`src/rtl/reg_dump_reader_pkg.sv`:
```
// Shared types and sizes for the register-file dump reader.
// Holds the dump FSM state encoding and the word/byte geometry helpers.
package reg_dump_reader_pkg;

  localparam int NUM_REGS       = 32;
  localparam int REG_ADDR_W     = 5;
  localparam int WORD_W         = 32;
  localparam int BYTES_PER_WORD = 4;
  localparam int BYTE_W         = 8;

  typedef enum logic [2:0] {
    S_IDLE,
    S_REQ,
    S_WAIT,
    S_LATCH,
    S_SEND,
    S_DONE
  } state_t;

  // Byte k of a word, most significant byte first.
  function automatic logic [BYTE_W-1:0] word_byte(input logic [WORD_W-1:0] word,
                                                  input logic [1:0]        k);
    return word[WORD_W-1-BYTE_W*int'(k) -: BYTE_W];
  endfunction

endpackage

```
`src/rtl/reg_dump_reader_if.sv`:
```
// Byte-stream valid/ready channel carrying the dump output.
interface reg_dump_reader_if;
  import reg_dump_reader_pkg::*;

  logic [BYTE_W-1:0] tx_data;
  logic              tx_valid;
  logic              tx_ready;

  modport master (output tx_data, output tx_valid, input tx_ready);
  modport slave  (input tx_data, input tx_valid, output tx_ready);
endinterface

```
`src/rtl/reg_dump_reader_serializer.sv`:
```
// Turns one captured register word (plus optional address byte) into a
// back-to-back byte stream and reports when its last byte is accepted.
module reg_dump_serializer
  import reg_dump_reader_pkg::*;
#(
  parameter int SEND_ADDR = 1
) (
  input  logic                  clock,
  input  logic                  reset,
  input  logic                  load,
  input  logic [WORD_W-1:0]     word_in,
  input  logic [REG_ADDR_W-1:0] addr_in,
  output logic                  last_accepted,
  reg_dump_reader_if.master     tx
);

  localparam int         NUM_BYTES = BYTES_PER_WORD + ((SEND_ADDR != 0) ? 1 : 0);
  localparam logic [2:0] LAST_IDX  = 3'(NUM_BYTES - 1);

  logic [WORD_W-1:0]     word_q, word_d;
  logic [REG_ADDR_W-1:0] addr_q, addr_d;
  logic [2:0]            byte_idx_q, byte_idx_d;
  logic                  tx_valid_q, tx_valid_d;
  logic [BYTE_W-1:0]     tx_data_q, tx_data_d;
  logic                  transfer;

  function automatic logic [BYTE_W-1:0] byte_at(input logic [2:0]            pos,
                                                input logic [WORD_W-1:0]     w,
                                                input logic [REG_ADDR_W-1:0] a);
    logic [1:0] k;
    k = 2'((SEND_ADDR != 0) ? pos - 3'd1 : pos);
    if (SEND_ADDR != 0 && pos == 3'd0) return {{(BYTE_W-REG_ADDR_W){1'b0}}, a};
    return word_byte(w, k);
  endfunction

  always_comb begin
    word_d        = word_q;
    addr_d        = addr_q;
    byte_idx_d    = byte_idx_q;
    tx_valid_d    = tx_valid_q;
    tx_data_d     = tx_data_q;
    transfer      = tx_valid_q && tx.tx_ready;
    last_accepted = transfer && (byte_idx_q == LAST_IDX);
    if (load) begin
      word_d     = word_in;
      addr_d     = addr_in;
      byte_idx_d = 3'd0;
      tx_valid_d = 1'b1;
      tx_data_d  = byte_at(3'd0, word_in, addr_in);
    end else if (transfer) begin
      // Data only moves on an accepted byte, so it is frozen through stalls.
      if (byte_idx_q == LAST_IDX) begin
        tx_valid_d = 1'b0;
      end else begin
        byte_idx_d = byte_idx_q + 3'd1;
        tx_data_d  = byte_at(byte_idx_q + 3'd1, word_q, addr_q);
      end
    end
  end

  always_ff @(posedge clock) begin
    if (reset) begin
      word_q     <= '0;
      addr_q     <= '0;
      byte_idx_q <= '0;
      tx_valid_q <= 1'b0;
      tx_data_q  <= '0;
    end else begin
      word_q     <= word_d;
      addr_q     <= addr_d;
      byte_idx_q <= byte_idx_d;
      tx_valid_q <= tx_valid_d;
      tx_data_q  <= tx_data_d;
    end
  end

  assign tx.tx_valid = tx_valid_q;
  assign tx.tx_data  = tx_data_q;

endmodule

```
`src/rtl/reg_dump_reader.sv`:
```
// Walks a (possibly wrapping) range of register-file entries through the
// debug read port and streams each one out as bytes.
module reg_dump_reader
  import reg_dump_reader_pkg::*;
#(
  parameter int SEND_ADDR = 1
) (
  input  logic                  clock,
  input  logic                  reset,
  input  logic                  start,
  input  logic [REG_ADDR_W-1:0] first_addr,
  input  logic [REG_ADDR_W-1:0] last_addr,
  output logic [REG_ADDR_W-1:0] debug_read_addr,
  output logic                  debug_strobe,
  input  logic [WORD_W-1:0]     debug_data,
  reg_dump_reader_if.master     tx,
  output logic                  busy,
  output logic                  done
);

  state_t                state_q, state_d;
  logic [REG_ADDR_W-1:0] index_q, index_d;
  logic [REG_ADDR_W-1:0] end_q, end_d;
  logic [REG_ADDR_W-1:0] debug_read_addr_q, debug_read_addr_d;
  logic                  debug_strobe_q, debug_strobe_d;
  logic                  busy_q, busy_d;
  logic                  done_q, done_d;
  logic                  last_accepted;

  always_comb begin
    state_d = state_q;
    index_d = index_q;
    end_d   = end_q;
    case (state_q)
      S_IDLE: begin
        if (start) begin
          index_d = first_addr;
          end_d   = last_addr;
          state_d = S_REQ;
        end
      end
      S_REQ:   state_d = S_WAIT;
      S_WAIT:  state_d = S_LATCH;
      S_LATCH: state_d = S_SEND;
      S_SEND: begin
        if (last_accepted) begin
          if (index_q == end_q) begin
            state_d = S_DONE;
          end else begin
            index_d = (index_q == REG_ADDR_W'(NUM_REGS - 1)) ? '0 : index_q + 1'b1;
            state_d = S_REQ;
          end
        end
      end
      S_DONE:  state_d = S_IDLE;
      default: state_d = S_IDLE;
    endcase

    // Outputs are decoded from the next state so they are registered yet
    // line up with the state they describe.
    debug_strobe_d    = (state_d == S_REQ);
    debug_read_addr_d = (state_d == S_REQ) ? index_d : debug_read_addr_q;
    busy_d            = (state_d == S_REQ) || (state_d == S_WAIT) ||
                        (state_d == S_LATCH) || (state_d == S_SEND);
    done_d            = (state_d == S_DONE);
  end

  always_ff @(posedge clock) begin
    if (reset) begin
      state_q           <= S_IDLE;
      index_q           <= '0;
      end_q             <= '0;
      debug_read_addr_q <= '0;
      debug_strobe_q    <= 1'b0;
      busy_q            <= 1'b0;
      done_q            <= 1'b0;
    end else begin
      state_q           <= state_d;
      index_q           <= index_d;
      end_q             <= end_d;
      debug_read_addr_q <= debug_read_addr_d;
      debug_strobe_q    <= debug_strobe_d;
      busy_q            <= busy_d;
      done_q            <= done_d;
    end
  end

  reg_dump_serializer #(
    .SEND_ADDR (SEND_ADDR)
  ) u_serializer (
    .clock         (clock),
    .reset         (reset),
    .load          (state_q == S_LATCH),
    .word_in       (debug_data),
    .addr_in       (index_q),
    .last_accepted (last_accepted),
    .tx            (tx)
  );

  assign debug_read_addr = debug_read_addr_q;
  assign debug_strobe    = debug_strobe_q;
  assign busy            = busy_q;
  assign done            = done_q;

endmodule

```
`src/flat_wrapper.sv`:
```
// flat-port wrapper written by rule: the top's interface ports become plain ports
module reg_dump_reader_flat import reg_dump_reader_pkg::*;
#(
  parameter int SEND_ADDR = 1
)
  (clock, reset, start, first_addr, last_addr, debug_read_addr, debug_strobe, debug_data, busy, done, tx_tx_data, tx_tx_valid, tx_tx_ready);
  reg_dump_reader_if tx_i ();
  input  logic clock;
  input  logic reset;
  input  logic start;
  input  logic [REG_ADDR_W-1:0] first_addr;
  input  logic [REG_ADDR_W-1:0] last_addr;
  output logic [REG_ADDR_W-1:0] debug_read_addr;
  output logic debug_strobe;
  input  logic [WORD_W-1:0] debug_data;
  output logic busy;
  output logic done;
  output wire logic [$bits(tx_i.tx_data)-1:0] tx_tx_data;
  output wire logic [$bits(tx_i.tx_valid)-1:0] tx_tx_valid;
  input wire logic [$bits(tx_i.tx_ready)-1:0] tx_tx_ready;
  assign tx_tx_data = tx_i.tx_data;
  assign tx_tx_valid = tx_i.tx_valid;
  assign tx_i.tx_ready = tx_tx_ready;
  reg_dump_reader #(.SEND_ADDR(SEND_ADDR)) u_core (.clock(clock), .reset(reset), .start(start), .first_addr(first_addr), .last_addr(last_addr), .debug_read_addr(debug_read_addr), .debug_strobe(debug_strobe), .debug_data(debug_data), .tx(tx_i), .busy(busy), .done(done));
endmodule
```
`config.mk`:
```
export PLATFORM = sky130hd
export DESIGN_NAME = reg_dump_reader_flat
export DESIGN_NICKNAME = d
export VERILOG_FILES = /design/src/rtl/reg_dump_reader_pkg.sv /design/src/rtl/reg_dump_reader_if.sv /design/src/rtl/reg_dump_reader_serializer.sv /design/src/rtl/reg_dump_reader.sv /design/src/flat_wrapper.sv
export SDC_FILE = /design/constraint.sdc
export NUM_CORES = 1
export LEC_CHECK = 0
export ABC_CLOCK_PERIOD_IN_PS = 2200
export CELL_PAD_IN_SITES_DETAIL_PLACEMENT = 1
export CELL_PAD_IN_SITES_GLOBAL_PLACEMENT = 1
export CORE_ASPECT_RATIO = 0.9
export CORE_MARGIN = 3
export CORE_UTILIZATION = 34
export CTS_CLUSTER_SIZE = 25
export DETAILED_ROUTE_END_ITERATION = 8
export GPL_TIMING_DRIVEN = 0
export PLACE_DENSITY = 0.76
export SLEW_MARGIN = 0
export SYNTH_ARGS = -nofsm -noshare
export SYNTH_HDL_FRONTEND = slang
export SYNTH_SLANG_ARGS = --single-unit
```
`constraint.sdc`:
```
create_clock -name clock -period 2.2 [get_ports clock]
set_clock_uncertainty 0.1 [all_clocks]
set_input_delay 0.55 -clock clock [delete_from_list [all_inputs] [get_ports clock]]
set_output_delay 0.55 -clock clock [all_outputs]
set_load 0.01 [all_outputs]
```
==> results of run 1 <==
[what timing repair did]
| action | 4_1_cts | 5_1_grt |
|---|---|---|
| cloned | 0 | 1 |
| hold buffers | 0 | 0 |
| pin swaps | 1 | 3 |
| resized for setup | 11 | 13 |
| setup endpoints to repair | 16 | 7 |
| buffers inserted | 2 | 9 |
[per-stage QoR]
step / power [mW] / setup WS, ns
CTS: 3.20 / 0.00661
floorplan: 1.62 / 0.0313
global placement: 1.81 / -0.351
finish: 3.22 / 0.0789
global route: 3.35 / -0.00825
detailed placement: 1.82 / -0.373
[cells in the mapped netlist (2+ instances only)]
cell / number
a32oi_1: 3
o21ai_1: 4
clkbuf_1: 10
buf_2: 7
xnor2_1: 7
o21ai_0: 2
dfxtp_1: 70
o21a_1: 2
ha_1: 5
o211ai_1: 5
a22oi_1: 3
nor2b_1: 2
and3_1: 3
o31ai_1: 2
buf_1: 7
nand3_1: 3
mux2i_1: 14
a211oi_1: 2
nor3b_1: 2
nor2_1: 17
a21oi_1: 56
or2_2: 2
mux4_2: 8
nand2_1: 94
nor3_1: 2
inv_1: 2
[state kept, by name (all words and copies together), names as in the netlist]
signal	count
u_core.debug_strobe	1
u_core.u_serializer.tx.tx_data	8
u_core.done	1
u_core.u_serializer.word_q	32
u_core.debug_read_addr	5
u_core.state_q	3
u_core.u_serializer.tx.tx_valid	1
u_core.u_serializer.addr_q	5
u_core.end_q	5
u_core.u_serializer.byte_idx_q	3
u_core.busy	1
u_core.index_q	5
[kinds of logic after synthesis]
family          synth area share (%)
compound gates                  16.7
xor+xnor                        1.98
fa+ha+maj                       2.02
buf+inv                         3.43
flops                           45.3
mux                             10.3
simple gates                    20.2
[final cells by class]
class | instances | share of cell area, %
multi-input cells | 260 | 38.2
inverters | 2 | 0.174
clock inverters | 6 | 3.10
clock buffers | 10 | 2.95
flip-flops and latches | 70 | 32.6
well taps | 119 | 3.45
plain buffers | 24 | 2.72
repair buffers | 74 | 16.8
[critical path, delay by kind of cell, from the launching register on]
kind | cells | cell delay, ns
AND/OR/NAND/NOR | 2 | 0.68
flip-flops | 1 | 0.37
AO/OA/AOI/OAI | 3 | 0.52
adder cells (fa/ha/maj) | 2 | 0.36
[power groups by stage]
stage | combinational [mW] | clock [mW] | sequential [mW]
2_1_floorplan | 0.232 | 0 | 1.39
3_3_place_gp | 0.417 | 0 | 1.39
3_5_place_dp | 0.430 | 0 | 1.39
4_1_cts | 0.449 | 1.39 | 1.36
5_1_grt | 0.516 | 1.46 | 1.37
6_report | 0.473 | 1.38 | 1.37
[layer usage]
layer	wire [um]	part of all wire [%]	track usage, %
met1	4510	45	24.0
met2	5150	51	34.1
met3	331	3.3	4.32
met4	141	1.4	6.50
met5	0	0	0
[worst min-delay path by stage]
stage,from,end,slack [ns],depth (start not counted)
after floorplan,u_core.u_serializer.word_q[0],u_core.u_serializer.word_q[0],0.33,2
after global placement,u_core.u_serializer.word_q[25],u_core.u_serializer.word_q[25],0.34,2
after detailed placement,u_core.u_serializer.word_q[2],u_core.u_serializer.word_q[2],0.35,2
after CTS,u_core.u_serializer.word_q[2],u_core.u_serializer.word_q[2],0.36,2
after global routing,u_core.u_serializer.addr_q[3],u_core.u_serializer.addr_q[3],0.38,2
final,u_core.u_serializer.word_q[2],u_core.u_serializer.word_q[2],0.35,2
==> results.sh, run 1 <==
export IMPL_r2r_start="u_core.index_q[0]"
export IMPL_n_antenna_cell=0
export IMPL_hold_path_class="flop to flop"
export IMPL_worst_pin_slew_ns=0.693
export IMPL_final_cells=565
export IMPL_fin_setup_tns_ns=0
export IMPL_critPathCapture="u_core.debug_read_addr[2]"
export IMPL_numCtsBuffers=9
export IMPL_required_ns=2.36
export IMPL_postSynthCellCount=356
export IMPL_synth_top_cell_by_area="dfxtp_1"
export IMPL_holdWs_ns=0.355
export IMPL_h_tree_depth=3
export IMPL_firstDrtPassIters=4
export IMPL_port_buffers=62
export IMPL_insertion_delay_ns=0.35
export IMPL_hold_violations=0
export IMPL_fin_crit_sh_pct=96.4
export IMPL_n_fill_cell=1066
export IMPL_ioPinCount=63
export IMPL_yosysUniqueCellTypes=48
export IMPL_std_cell_rows=32
export IMPL_postSynth_asyncResetShare_pct=0
export IMPL_final_area_mm2=0.00432
export IMPL_status="completed"
export IMPL_start_kind="flop"
export IMPL_switching_share_pct=24.9
export IMPL_placed_cells=537
export IMPL_coreArea_mm2=0.00873
export IMPL_syn_nets=407
export IMPL_multi_input_area_mm2=0.00165
export IMPL_cts_tree="built"
export IMPL_gp_congestion=0.825
export IMPL_r2r_cells=7
export IMPL_crit_fanout=5
export IMPL_drt_iter0_drc=99
export IMPL_path_clk_slew_ns=0.07
export IMPL_num_vias=2936
export IMPL_die_area_mm2=0.0103
export IMPL_regArea_mm2=0.00141
export IMPL_powerDensity_mw_per_mm2=746
export IMPL_wirelength_um=10100
export IMPL_switchingPower_mw=0.802
export IMPL_irDropWorstVdd_v=0.000356
export IMPL_syn_area_mm2=0.00310
export IMPL_synth_top_area_share_pct=45.3
export IMPL_overflow=0
export IMPL_critPathCaptureType="flop"
export IMPL_fin_util_pct=49.5
export IMPL_synth_edf_count=0
export IMPL_dpl_cell_area_mm2=0.00387
export IMPL_ys_top_cells_by_area="dfxtp_1, nand2_1, a21oi_1"
export IMPL_crit_start="u_core.index_q[0]"
export IMPL_grt_total_usage_pct=19.5
export IMPL_synth_ff_type="dfxtp_1"
export IMPL_grt_pass1_wl_um=15500
export IMPL_syn2layout_area_growth_pct=39.5
export IMPL_seq_area_frac_synth_pct=45.3
export IMPL_wire_per_inst_um=17.9
export IMPL_synth_seq_cells=70
export IMPL_cts_root_buf="clkbuf_8"
export IMPL_r2r_end="u_core.debug_read_addr[2]"
export IMPL_cpMostUsedCell="o21ai_2"
export IMPL_antenna_found_initial=0
export IMPL_path_cells="ha_2 > and3_4 > ha_4 > or4b_4 > o21ai_2 > o21ai_2 > a211oi_2"
export IMPL_fin_nets=492
export IMPL_seqPwrFrac_pct=42.4
export IMPL_start_util_pct=35.5
export IMPL_p_clk_share_pct=42.9
export IMPL_drc_errors=0
export IMPL_drive_gt1_share_pct=14.1
export IMPL_p_leak_nw=1.47
export IMPL_min_period_ns=2.12
export IMPL_drv_cap=0
export IMPL_final_cell_mix="nand2_1, dfxtp_1, clkdlybuf4s50_1"
export IMPL_dieHeight_um=96.5
export IMPL_syn_area_per_cell_um2=8.70
export IMPL_grt_pass1_vias=3096
export IMPL_place_hpwl_um=6820
export IMPL_layout_commonest_cell="nand2_1"
export IMPL_postRouteAntennaNets=0
export IMPL_die_x_um=107
export IMPL_p_int_mw=2.42
export IMPL_rrSetupSlack_ns=0.08
export IMPL_critical_path_arrival_ns=2.28
export IMPL_cts_sinks=70
export IMPL_pwr_share_comb_pct=14.7
export IMPL_yosys_warnings=0
export IMPL_finalSetupViolations=0
export IMPL_critPathMaxStageDelay_ns=0.50
export IMPL_drv_slew=0
export IMPL_crit_type="flop to flop"
export IMPL_viasPerCell=5.20
export IMPL_slowest_stage="or4b_4"
export IMPL_clockBufferDepth=2
export IMPL_relSlewSlack_pct=53.8
export IMPL_grt_max_degree=13
export IMPL_max_freq_ghz=0.471
No activity file was read; power rests on OpenSTA's default activity.
==> run 2: changes to the inputs <==
--- a/config.mk
+++ b/config.mk
@@ -5,16 +5,17 @@
 export SDC_FILE = /design/constraint.sdc
 export NUM_CORES = 1
 export LEC_CHECK = 0
+export ABC_AREA = 1
 export ABC_CLOCK_PERIOD_IN_PS = 2200
 export CELL_PAD_IN_SITES_DETAIL_PLACEMENT = 1
 export CELL_PAD_IN_SITES_GLOBAL_PLACEMENT = 1
 export CORE_ASPECT_RATIO = 0.9
 export CORE_MARGIN = 3
-export CORE_UTILIZATION = 34
+export CORE_UTILIZATION = 33
 export CTS_CLUSTER_SIZE = 25
 export DETAILED_ROUTE_END_ITERATION = 8
 export GPL_TIMING_DRIVEN = 0
-export PLACE_DENSITY = 0.76
+export PLACE_DENSITY = 0.77
 export SLEW_MARGIN = 0
 export SYNTH_ARGS = -nofsm -noshare
 export SYNTH_HDL_FRONTEND = slang
==> run 2 against run 1 <==
  * Global-route usage is 0.21 points lower
  * Flip-flop and latch count unchanged
  * Via count is 6.2% higher
  * Clock-buffer cell count is the same
  * Non-clock buffer count is 21 lower
  * Worst setup slack gained 0.032 ns
  * Combinational power increased by 5.5%
  * Wire length down 2.1%
  * Clock power decreased by 7%
  * Fmax grew 1.5%
  * Sequential power about the same
  * Final cell count up 12%
  * Critical path type unchanged
==> results.sh, run 2 <==
export IMPL_place_hpwl_um=7530
export IMPL_crit_type="flop to flop"
export IMPL_ys_top_cells_by_area="dfxtp_1, nand2_1, a21oi_1"
export IMPL_insertion_delay_ns=0.35
export IMPL_crit_fanout=9
export IMPL_post_cts_buffers=0
export IMPL_largest_register_ffs=32
export IMPL_switching_share_pct=26.4
export IMPL_die_area_mm2=0.0106
export IMPL_postRouteAntennaNets=0
export IMPL_wirelength_um=9920
export IMPL_grt_pass1_wl_um=16100
export IMPL_hold_violations=0
export IMPL_gp_congestion=0.818
export IMPL_syn_nets=485
export IMPL_rrSetupSlack_ns=0.11
export IMPL_synth_ff_type="dfxtp_1"
export IMPL_cts_sinks=70
export IMPL_switchingPower_mw=0.839
export IMPL_path_cells="clkbuf_4 > inv_4 > ha_1 > inv_2 > nand2_2 > nand2_2 > inv_1 > a21oi_1 > a21oi_1 > a21oi_1 > nor2_1"
export IMPL_status="completed"
export IMPL_drt_iter0_drc=153
export IMPL_fin_crit_sh_pct=95.0
export IMPL_final_cell_mix="nand2_1, dfxtp_1, clkdlybuf4s50_1"
export IMPL_rsz0062_at_grt="false"
export IMPL_hold_path_class="flop to flop"
export IMPL_layout_commonest_cell="nand2_1"
export IMPL_drv_cap=0
export IMPL_syn_area_mm2=0.00310
export IMPL_synth_top_cell_by_area="dfxtp_1"
export IMPL_holdPathStages=2
export IMPL_cpMostUsedCell="a21oi_1"
export IMPL_synth_edf_count=0
export IMPL_num_vias=3118
export IMPL_seq_area_frac_synth_pct=45.2
export IMPL_pwr_share_comb_pct=15.7
export IMPL_max_freq_ghz=0.479
export IMPL_r2r_cells=11
export IMPL_drc_errors=0
export IMPL_seqPwrFrac_pct=44.0
export IMPL_antenna_found_initial=0
export IMPL_grt_pass1_vias=3202
export IMPL_path_clk_slew_ns=0.07
export IMPL_irDropWorstVdd_v=0.000272
export IMPL_postSynth_asyncResetShare_pct=0
export IMPL_cts_root_buf="clkbuf_8"
export IMPL_r2r_end="u_core.u_serializer.tx.tx_data[0]"
export IMPL_cts_hold_buf=0
export IMPL_finalSetupViolations=0
export IMPL_final_cells=630
export IMPL_overflow=0
export IMPL_powerDensity_mw_per_mm2=766
export IMPL_clockBufferDepth=2
export IMPL_r2r_start="u_core.u_serializer.byte_idx_q[0]"
export IMPL_critPathCaptureType="flop"
export IMPL_final_area_mm2=0.00415
export IMPL_largest_register="u_core.u_serializer.word_q"
export IMPL_cts_tree="built"
export IMPL_die_x_um=108
export IMPL_required_ns=2.31
export IMPL_yosysUniqueCellTypes=32
export IMPL_critical_path_arrival_ns=2.20
export IMPL_start_util_pct=35.0
export IMPL_dpl_cell_area_mm2=0.00386
export IMPL_grt_max_degree=13
export IMPL_yosysMostFrequentCell="nand2_1"
export IMPL_p_int_mw=2.34
export IMPL_synth_common_cells="nand2_1, dfxtp_1, inv_1"
export IMPL_hold_path_end="u_core.u_serializer.word_q[15]"
export IMPL_placed_cells=614
export IMPL_viasPerCell=4.95
export IMPL_relSlewSlack_pct=60.8
export IMPL_dieHeight_um=98.0
export IMPL_std_cell_rows=32
export IMPL_wire_per_inst_um=15.7
export IMPL_port_buffers=61
export IMPL_synth_seq_cells=70
export IMPL_firstDrtPassIters=4
export IMPL_synth_top_area_share_pct=45.2
export IMPL_fin_setup_tns_ns=0
export IMPL_holdCritStartpoint="u_core.u_serializer.word_q[15]"
export IMPL_h_tree_depth=3
export IMPL_postSynthCellCount=434
export IMPL_grt_total_usage_pct=19.3
export IMPL_p_clk_share_pct=40.3
export IMPL_ioPinCount=63
export IMPL_worst_pin_slew_ns=0.589
export IMPL_slowest_stage="dfxtp_1"
export IMPL_p_leak_nw=1.65
export IMPL_yosys_warnings=0
export IMPL_critPathMaxStageDelay_ns=0.34
export IMPL_min_period_ns=2.09
export IMPL_drive_gt1_share_pct=9.00
export IMPL_fin_nets=557
export IMPL_coreArea_mm2=0.00885
export IMPL_n_antenna_cell=0
export IMPL_syn2layout_area_growth_pct=33.8
export IMPL_start_kind="flop"
export IMPL_numCtsBuffers=9
export IMPL_syn_area_per_cell_um2=7.14
export IMPL_drv_slew=0
run 2: power groups by stage:
stage / clock [mW] / combinational (mW) / sequential, mW
after floorplan: 0 / 0.273 / 1.42
after global placement: 0 / 0.471 / 1.42
after detailed placement: 0 / 0.488 / 1.43
after CTS: 1.31 / 0.498 / 1.40
after global routing: 1.37 / 0.558 / 1.41
final: 1.28 / 0.499 / 1.40
run 2: per-stage QoR:
stage | power, mW | worst slack [ns] | util, % | hold WS (ns)
3_5_place_dp | 1.91 | -0.283 | 43.6 | 0.347
2_1_floorplan | 1.69 | 0.399 | - | 0.325
5_1_grt | 3.34 | 0.0108 | 46.9 | 0.370
4_1_cts | 3.20 | 0.0210 | 46.5 | 0.357
6_report | 3.18 | 0.110 | 46.9 | 0.356
3_3_place_gp | 1.89 | -0.251 | 43.6 | 0.343
run 2: cell type report:
| type | instances | area, um2 |
|---|---|---|
| inverter | 63 | 243 |
| multi-input combinational | 285 | 1430 |
| timing repair buffer | 61 | 611 |
| fill | 1120 | 4700 |
| sequential | 70 | 1400 |
| clock buffer | 10 | 138 |
| tap | 119 | 149 |
| clock inverter | 6 | 109 |
| buffer | 16 | 65.1 |
run 2: worst max-delay path by stage:
| stage | startpoint | to | slack [ns] | depth (start not counted) |
|---|---|---|---|---|
| final | u_core.u_serializer.byte_idx_q[0] | u_core.u_serializer.tx.tx_data[0] | 0.11 | 11 |
| after CTS | u_core.u_serializer.byte_idx_q[0] | u_core.u_serializer.tx.tx_data[1] | 0.02 | 11 |
| after global routing | u_core.u_serializer.byte_idx_q[0] | u_core.u_serializer.tx.tx_data[2] | 0.01 | 11 |
| after global placement | tx_tx_ready | u_core.debug_read_addr[4] | -0.25 | 10 |
| after detailed placement | tx_tx_ready | u_core.index_q[1] | -0.28 | 10 |
| after floorplan | u_core.u_serializer.byte_idx_q[0] | u_core.u_serializer.tx.tx_data[0] | 0.40 | 11 |
run 2: worst max-delay path: cells and delay by family (launching register included):
family,cells,cell delay (ns)
compound gates,3,0.43
fa+ha+maj,1,0.33
buf+inv,4,0.49
flops,1,0.34
simple gates,3,0.28
run 2: metal layers:
metal | routed length, um | GRT usage, %
met5 | 0 | 0
met1 | 4620 | 26.9
met4 | 96 | 3.59
met3 | 588 | 5.02
met2 | 4620 | 30.3
run 2: cell families after synthesis:
group	Yosys count	share of synthesized area (%)
compound gates	120	20.7
xor+xnor	1	0.283
fa+ha+maj	5	2.02
buf+inv	79	9.77
flops	70	45.2
simple gates	159	22.0
run 2: what timing repair did:
item                                    in CTS  in global routing
endpoints found under the setup margin       9                 18
pin swaps                                    0                  1
gates resized for setup                      3                 10
endpoints found under the hold margin        0                  0
==> run 3: changes to the inputs <==
--- a/config.mk
+++ b/config.mk
@@ -14,7 +14,6 @@
 export CORE_UTILIZATION = 33
 export CTS_CLUSTER_SIZE = 25
 export DETAILED_ROUTE_END_ITERATION = 8
-export GPL_TIMING_DRIVEN = 0
 export PLACE_DENSITY = 0.77
 export SLEW_MARGIN = 0
 export SYNTH_ARGS = -nofsm -noshare
==> run 3 against run 2 <==
  * Final area shrank 0.91%
  * Critical path depth shrank 1
  * Fmax rose by 3.8%
  * Flip-flop and latch count stayed put
  * Wire length shrank 6.9%
  * Hold slack worse by 0.0038 ns
  * Combinational power down 2%
  * Critical path type unchanged
  * Largest power group unchanged
  * Worst setup slack gained 0.076 ns
  * Core utilization fell by 0.42 points
  * Die area stayed put
  * Clock power is 27% lower
  * Highest routed layer unchanged
==> results.sh, run 3 (synthesized netlist as in run 2, its figures left out) <==
export IMPL_relSlewSlack_pct=48.8
export IMPL_viasPerCell=4.84
export IMPL_clockBufferDepth=2
export IMPL_grt_pass1_wl_um=15200
export IMPL_required_ns=2.34
export IMPL_hold_path_class="flop to flop"
export IMPL_cts_root_buf="clkbuf_8"
export IMPL_holdCritStartpoint="u_core.u_serializer.word_q[8]"
export IMPL_irDropWorstVdd_v=0.000350
export IMPL_r2r_cells=10
export IMPL_dpl_cell_area_mm2=0.00393
export IMPL_antenna_found_initial=0
export IMPL_placed_cells=614
export IMPL_switching_share_pct=29.2
export IMPL_max_freq_ghz=0.497
export IMPL_holdPathStages=2
export IMPL_coreArea_mm2=0.00885
export IMPL_crit_type="flop to flop"
export IMPL_rrSetupSlack_ns=0.19
export IMPL_final_cell_mix="nand2_1, dfxtp_1, clkdlybuf4s50_1"
export IMPL_hold_path_end="u_core.u_serializer.word_q[8]"
export IMPL_rsz0062_at_grt="false"
export IMPL_switchingPower_mw=0.826
export IMPL_largest_register_ffs=32
export IMPL_firstDrtPassIters=4
export IMPL_n_fill_cell=1139
export IMPL_critical_path_arrival_ns=2.15
export IMPL_final_cells=630
export IMPL_fin_nets=557
export IMPL_start_util_pct=35.0
export IMPL_critPathMaxStageDelay_ns=0.38
export IMPL_setup_ws_ns=0.187
export IMPL_powerDensity_mw_per_mm2=687
export IMPL_syn2layout_area_growth_pct=32.6
export IMPL_cts_sinks=70
export IMPL_std_cell_rows=32
export IMPL_crit_fanout=6
export IMPL_postRouteAntennaNets=0
export IMPL_wirelength_um=9230
export IMPL_die_x_um=108
export IMPL_die_area_mm2=0.0106
export IMPL_seqPwrFrac_pct=49.5
export IMPL_hold_violations=0
export IMPL_worst_pin_slew_ns=0.766
export IMPL_drt_iter0_drc=106
export IMPL_fin_crit_sh_pct=91.5
export IMPL_critPathCaptureType="flop"
export IMPL_place_hpwl_um=6980
export IMPL_grt_max_degree=52
export IMPL_path_cells="inv_2 > ha_1 > inv_1 > nand2_2 > nand2_1 > a21oi_1 > nor3_1 > a21oi_1 > nand2_1 > a31oi_1"
export IMPL_overflow=0
export IMPL_p_int_mw=2.00
export IMPL_h_tree_depth=3
export IMPL_dieHeight_um=98.0
export IMPL_grt_pass1_vias=3116
export IMPL_final_area_mm2=0.00411
export IMPL_drv_slew=0
export IMPL_num_vias=3049
export IMPL_crit_buf_inv=2
export IMPL_status="completed"
export IMPL_insertion_delay_ns=0.35
export IMPL_largest_register="u_core.u_serializer.word_q"
export IMPL_wire_per_inst_um=14.7
export IMPL_dp_slack_ns=-0.0351
export IMPL_cts_tree="built"
export IMPL_grt_total_usage_pct=18.1
export IMPL_port_buffers=62
export IMPL_numCtsBuffers=9
export IMPL_layout_commonest_cell="nand2_1"
export IMPL_p_clk_share_pct=33.1
export IMPL_finalSetupViolations=0
export IMPL_critPathTopFamily="simple AND/OR/NAND/NOR gates"
export IMPL_n_antenna_cell=0
export IMPL_r2r_end="u_core.u_serializer.tx.tx_data[1]"
export IMPL_ioPinCount=63
export IMPL_p_leak_nw=1.66
export IMPL_min_period_ns=2.01
export IMPL_slowest_stage="dfxtp_1"
export IMPL_drc_errors=0
export IMPL_drive_gt1_share_pct=10.2
export IMPL_r2r_start="u_core.u_serializer.byte_idx_q[0]"
export IMPL_path_clk_slew_ns=0.07
export IMPL_drv_cap=0
export IMPL_gp_congestion=0.828
export IMPL_pwr_share_comb_pct=17.4
export IMPL_start_kind="flop"
-- run 3: metal layers --
metal	up-vias	share of wire [%]	global-route usage (%)
met5	-	0	0
met4	0	1.3	4.47
met3	12	4.6	5.16
met2	59	46	29.6
met1	1426	48	23.6
li1	1552	-	-
-- run 3: area by class of cell --
cell class | count | area, um2 | share of cell area, %
multi-input cells | 285 | 1400 | 34.0
repair buffers | 77 | 746 | 18.1
clock inverters | 6 | 37.5 | 0.913
flip-flops and latches | 70 | 1400 | 34.1
clock buffers | 10 | 138 | 3.35
inverters | 63 | 240 | 5.84
well taps | 119 | 149 | 3.62
-- run 3: worst max path at each step --
| stage | startpoint | to | slack [ns] | depth (start not counted) |
|---|---|---|---|---|
| floorplan | u_core.u_serializer.byte_idx_q[0] | u_core.u_serializer.tx.tx_data[0] | 0.40 | 11 |
| global placement | tx_tx_ready | u_core.busy | 0.02 | 10 |
| detailed placement | tx_tx_ready | u_core.busy | -0.04 | 10 |
| CTS | u_core.u_serializer.byte_idx_q[0] | u_core.u_serializer.tx.tx_data[2] | 0.17 | 9 |
| global route | u_core.u_serializer.byte_idx_q[0] | u_core.u_serializer.tx.tx_data[1] | 0.03 | 10 |
| finish | u_core.u_serializer.byte_idx_q[0] | u_core.u_serializer.tx.tx_data[1] | 0.19 | 10 |
-- run 3: power groups by stage --
stage               Combinational, mW  Clock, mW  Sequential, mW
finish                          0.490      0.935            1.40
global route                    0.550       1.02            1.41
CTS                             0.494      0.964            1.40
detailed placement              0.490          0            1.43
global placement                0.474          0            1.42
floorplan                       0.273          0            1.42
-- run 3: what timing repair did --
item | CTS | global route
setup buffers | 0 | 0
resized for setup | 0 | 1
endpoints found under the setup margin | 0 | 1
hold buffers | 0 | 0
-- run 3: tightest hold or removal path: stages (launching register included) --
cell and delay (ns):
dfxtp_1 0.30, inv_1 0.05, a21oi_1 0.05
-- run 3: through the flow --
| stage | setup TNS [ns] | util, % | hold slack, ns | power, mW |
|---|---|---|---|---|
| finish | 0 | 46.5 | 0.352 | 2.82 |
| global route | 0 | 46.5 | 0.373 | 2.98 |
| CTS | 0 | 46.4 | 0.355 | 2.86 |
| detailed placement | -0.0351 | 44.4 | 0.344 | 1.92 |
| global placement | 0 | 44.4 | 0.339 | 1.90 |
| floorplan | 0 | - | 0.325 | 1.69 |
